$ cat src/rtl/im_loader.sv
// Byte-stream program loader: 16-bit BE word count, then BE words into instruction memory.
// Latency: 1 cycle per byte transfer plus 1 WRITE cycle per word; optional checksum byte via IM_LOADER_CHECKSUM_EN.
// Backpressure: in_ready only in header/data/checksum states; gaps in in_valid stall without state change.
module im_loader #(
  parameter int DEPTH  = 1024,
  parameter int ADDR_W = 10
) (
  input  logic              clk,
  input  logic              rst_n,
  input  logic              start,
  input  logic              in_valid,
  input  logic [7:0]        in_byte,
  output logic              in_ready,
  output logic              wr_en,
  output logic [ADDR_W-1:0] wr_addr,
  output logic [31:0]       wr_data,
  output logic              busy,
  output logic              done,
  output logic              error
);

  typedef enum logic [2:0] {
    IDLE, HDR_HI, HDR_LO, DATA, WRITE, CHK, DONE, ERR
  } state_t;

  localparam logic [16:0] DEPTH_L = 17'(DEPTH);

  state_t            state, state_nxt;
  logic [15:0]       word_cnt;
  logic [ADDR_W-1:0] addr_cnt;
  logic [1:0]        byte_cnt;
  logic [23:0]       word_buf;
  logic [16:0]       n_hdr;
  logic              last_word;
  logic              restart;

  assign n_hdr     = {1'b0, word_cnt[15:8], in_byte};
  assign last_word = (17'(addr_cnt) + 17'd1) == {1'b0, word_cnt};
  assign restart   = start && (state == IDLE || state == DONE || state == ERR);

`ifdef IM_LOADER_CHECKSUM_EN
  logic [7:0] csum;
`endif

  always_ff @(posedge clk or negedge rst_n) begin
    if (!rst_n) state <= IDLE;
    else        state <= state_nxt;
  end

  always_comb begin
    state_nxt = state;
    in_ready  = 1'b0;
    wr_en     = 1'b0;
    busy      = 1'b1;
    done      = 1'b0;
    error     = 1'b0;
    case (state)
      IDLE: begin
        busy = 1'b0;
        if (start) state_nxt = HDR_HI;
      end
      HDR_HI: begin
        in_ready = 1'b1;
        if (in_valid) state_nxt = HDR_LO;
      end
      HDR_LO: begin
        in_ready = 1'b1;
        if (in_valid) begin
          if (n_hdr == 17'd0)         state_nxt = DONE;
          else if (n_hdr > DEPTH_L)   state_nxt = ERR;
          else                        state_nxt = DATA;
        end
      end
      DATA: begin
        in_ready = 1'b1;
        if (in_valid && byte_cnt == 2'd3) state_nxt = WRITE;
      end
      WRITE: begin
        wr_en = 1'b1;
        if (last_word) begin
`ifdef IM_LOADER_CHECKSUM_EN
          state_nxt = CHK;
`else
          state_nxt = DONE;
`endif
        end else begin
          state_nxt = DATA;
        end
      end
      CHK: begin
        in_ready = 1'b1;
`ifdef IM_LOADER_CHECKSUM_EN
        if (in_valid) state_nxt = (csum == in_byte) ? DONE : ERR;
`else
        state_nxt = ERR;
`endif
      end
      DONE: begin
        busy = 1'b0;
        done = 1'b1;
        if (start) state_nxt = HDR_HI;
      end
      ERR: begin
        busy  = 1'b0;
        error = 1'b1;
        if (start) state_nxt = HDR_HI;
      end
      default: state_nxt = IDLE;
    endcase
  end

  // wr_data/wr_addr load on the 4th byte so they are valid throughout WRITE and hold afterwards
  always_ff @(posedge clk or negedge rst_n) begin
    if (!rst_n) begin
      word_cnt <= '0;
      addr_cnt <= '0;
      byte_cnt <= '0;
      word_buf <= '0;
      wr_addr  <= '0;
      wr_data  <= '0;
`ifdef IM_LOADER_CHECKSUM_EN
      csum     <= '0;
`endif
    end else if (restart) begin
      word_cnt <= '0;
      addr_cnt <= '0;
      byte_cnt <= '0;
      word_buf <= '0;
`ifdef IM_LOADER_CHECKSUM_EN
      csum     <= '0;
`endif
    end else begin
      case (state)
        HDR_HI: if (in_valid) word_cnt[15:8] <= in_byte;
        HDR_LO: if (in_valid) word_cnt[7:0]  <= in_byte;
        DATA: begin
          if (in_valid) begin
            byte_cnt <= byte_cnt + 2'd1;
            word_buf <= {word_buf[15:0], in_byte};
`ifdef IM_LOADER_CHECKSUM_EN
            csum     <= csum ^ in_byte;
`endif
            if (byte_cnt == 2'd3) begin
              wr_data <= {word_buf, in_byte};
              wr_addr <= addr_cnt;
            end
          end
        end
        WRITE: if (!last_word) addr_cnt <= addr_cnt + 1'b1;
        default: ;
      endcase
    end
  end

endmodule

$ cat config.mk
export PLATFORM = sky130hd
export DESIGN_NAME = im_loader
export DESIGN_NICKNAME = d
export VERILOG_FILES = /design/src/rtl/im_loader.sv
export SDC_FILE = /design/constraint.sdc
export NUM_CORES = 1
export LEC_CHECK = 0
export ABC_AREA = 0
export BUFFER_PORTS_ARGS = -buffer_cell sky130_fd_sc_hd__buf_4
export CORE_ASPECT_RATIO = 1.1
export CORE_MARGIN = 4
export CORE_UTILIZATION = 39
export CTS_BUF_LIST = sky130_fd_sc_hd__clkbuf_16
export CTS_CLUSTER_SIZE = 12
export DETAILED_ROUTE_END_ITERATION = 8
export PLACE_DENSITY = 0.66
export SLEW_MARGIN = 20
export SYNTH_ARGS = -nofsm -noshare
export SYNTH_HDL_FRONTEND = slang
export SYNTH_SLANG_ARGS = --single-unit
export TNS_END_PERCENT = 100
$ cat constraint.sdc
create_clock -name clk -period 2.4 [get_ports clk]
set_input_delay 0.12 -clock clk [delete_from_list [all_inputs] [get_ports clk]]
set_output_delay 0.12 -clock clk [all_outputs]
set_load 0.005 [all_outputs]
==> qor.yml <==
path_clk_slew_ps: 70
fmax_ghz: 0.428
ir_drop_v: 0.000487
layoutNonFillerInstCount: 635
max_slew.worst_pin.slew_ps: 715
cts_tree: "done"
cpPeakStageDelay_ps: 550
synth_edf_count: 0
initial_core_util: 0.397
grt_pass1_vias: 3363
syn2layout_area_growth_pct: 23.7
path_max_fanout: 6
core-area_um2: 11400
crit_type: "flip-flop to flip-flop"
power_leakage_nw: 2.75
wl_per_cell_um: 16.7
setup_viol: 0
clock_path_buffers: 2
grt_max_degree: 33
pwr-share-comb: 0.325
yosysUniqueCellTypes: 54
dpl_worst_slack_ps: -42.7
maxSlewViolCount: 0
synth_cells: 402
yosys_warnings: 0
final_cell_mix: "dfrtp_1 (96), buf_4 (87), nand2_1 (48)"
async_reset_ff_frac: 1.00
max-cap-violations: 0
setup_ws_ps: 61.8
diodes: 0
ant_nets: 0
htreeDepth: 3
synth_fp_nets: 416
cts_root_buf: "clkbuf_16"
slew-limit-headroom: 0.519
skew_ps: 9.27
io_pins: 59
rsz0062_at_grt: "true"
ys.flop_type: "dfrtp_1"
antenna_found_initial: 0
first_iter_violations: 151
cts_sinks: 97
hpwl_um: 7620
dp_cells: 612
numCtsBuffers: 9
layout_commonest_cell: "dfrtp_1"
viasPerCell: 5.21
outcome: "finished clean"
min_period_ps: 2340
internal_power_mw: 3.62
drive_above_1_share: 0.270
grt-ovfl-total: 0
synth_seq_cells: 97
pwr-share-clk: 0.240
cpMaxStageDelayCell: "or4_4"
dieArea_um2: 13400
hold_viol: 0
wl_um: 10600
power.total_mw: 5.54
grt_first_pass_wirelength_um: 17800
nNetsFinal: 494
ys_seq_area_frac: 0.536
dr.pass1.iters: 4
crit_top_cell: "buf_6"
switching_share: 0.345
die_height_um: 121
gp_congestion: 0.861
p_sw_mw: 1.91
path_cells: "or4_4 -> nor2_4 -> and4_4 -> nand4_4 -> a211oi_4 -> buf_6 -> buf_6 -> nor2_2 -> a221o_1"
postLayoutCoreUtil: 0.492
fp-row-count: 41
avgSynthCellArea_um2: 11.3
holdCritPathClass: "primary input to flip-flop"
p_seq_frac: 0.435
die_w_um: 111
insertion_delay_ps: 350
portBuffers: 58
required_ps: 2630
whs_ps: 38.0
synth_area_um2: 4530
period_share: 0.974
cp.arrival_ps: 2560
critPathLaunchType: "flip-flop"
cp-end-kind: "flip-flop"
power_density_nw_per_um2: 989
drc_errors: 0
vias: 3310
grt_usage: 0.165
## layout make-up
class                           count  area, µm²
Fill cell                        1060       5790
Sequential cell                    97       2430
Multi-Input combinational cell    273       1970
Timing Repair Buffer               92        717
Clock buffer                        9        225
Tap cell                          150        188
Clock inverter                      7       47.5
Inverter                            7       26.3
## registers in the layout, summed over array words and instances (netlist names)
register	count
word_buf	24
byte_cnt	2
addr_cnt	10
word_cnt	16
wr_addr	10
wr_data	32
state	3
## worst max-delay path, delay by kind of cell, from the launching register on
family          cells  cell delay [ps]
compound gates      2              490
buf+inv             2              270
flops               1              390
simple gates        5             1080
## repair_timing
| item | 4_1_cts | 5_1_grt |
|---|---|---|
| setup endpoints to repair | 8 | 10 |
| pin swaps | 0 | 4 |
| endpoints found under the hold margin | 29 | 0 |
| buffers inserted | 0 | 6 |
| resized for setup | 1 | 9 |
| hold buffers | 1 | 0 |
## power groups by stage
stage / combinational, mW / clock (mW) / sequential (mW)
2_1_floorplan: 1.21 / 0 / 2.27
3_3_place_gp: 1.67 / 0 / 2.41
3_5_place_dp: 1.71 / 0 / 2.43
4_1_cts: 1.72 / 1.37 / 2.40
5_1_grt: 2.00 / 1.44 / 2.46
6_report: 1.80 / 1.33 / 2.41
## layer usage
layer	track usage	vias up	wire (µm)
met3	0.0334	11	454
met4	0.0554	0	170
met5	0	-	0
li1	-	1573	-
met1	0.221	1659	4750
met2	0.270	67	5220
## cell usage after synthesis, types with 2 or more instances
| cell | number | area (µm²) |
|---|---|---|
| dfrtp_1 | 97 | 2430 |
| nand2_1 | 49 | 184 |
| mux2_1 | 40 | 450 |
| nor2_1 | 40 | 150 |
| a21oi_1 | 22 | 110 |
| mux2i_1 | 17 | 170 |
| nand3_1 | 14 | 70.1 |
| clkbuf_1 | 12 | 45.0 |
| xnor2_1 | 10 | 87.6 |
| a22o_1 | 8 | 70.1 |
| buf_2 | 8 | 40.0 |
| a221o_1 | 6 | 60.1 |
| inv_1 | 5 | 18.8 |
| nor3_1 | 5 | 25.0 |
| xor2_1 | 5 | 43.8 |
| nand4_1 | 4 | 25.0 |
| nor4_1 | 4 | 25.0 |
| o21ai_1 | 4 | 20.0 |
| a211o_1 | 3 | 26.3 |
| buf_6 | 3 | 33.8 |
| nor2b_1 | 3 | 18.8 |
| or3_1 | 3 | 18.8 |
| a221oi_1 | 2 | 17.5 |
| and3_1 | 2 | 12.5 |
| ha_1 | 2 | 25.0 |
| inv_2 | 2 | 7.51 |
| nand4_2 | 2 | 25.0 |
| nor2_2 | 2 | 12.5 |
| o22ai_1 | 2 | 12.5 |
| o31ai_1 | 2 | 15.0 |
## stage by stage
stage / instance area (µm²) / setup TNS (ps)
2_1_floorplan: 4530 / 0
3_3_place_gp: 5230 / 0
3_5_place_dp: 5230 / -187
4_1_cts: 5510 / 0
5_1_grt: 5600 / -81.8
6_report: 5600 / 0
## kinds of logic (layout without fill, tap and decap cells)
kind of cell / Yosys count / after routing / synth area share
simple gates: 140 / 140 / 0.156
buf+inv: 32 / 115 / 0.0368
compound gates: 57 / 57 / 0.0932
flops: 97 / 97 / 0.536
mux: 58 / 58 / 0.140
xor+xnor: 16 / 16 / 0.0326
fa+ha+maj: 2 / 2 / 0.00553
## path summary, 6_finish.rpt
| check | from | to | slack [ps] | cells past startpoint |
|---|---|---|---|---|
| worst min register to register | word_buf[16] | wr_data[24] | 490 | 1 |
| max in group asynchronous | rst_n | addr_cnt[1] | 1480 | 3 |
| worst max register to register | word_cnt[14] | addr_cnt[6] | 60 | 9 |
| worst min-delay path | in_byte[0] | wr_data[0] | 40 | 2 |
| min in group asynchronous | rst_n | wr_data[29] | 240 | 2 |
| worst max-delay path | word_cnt[14] | addr_cnt[6] | 60 | 9 |
Power figures use the tool's default switching activity.
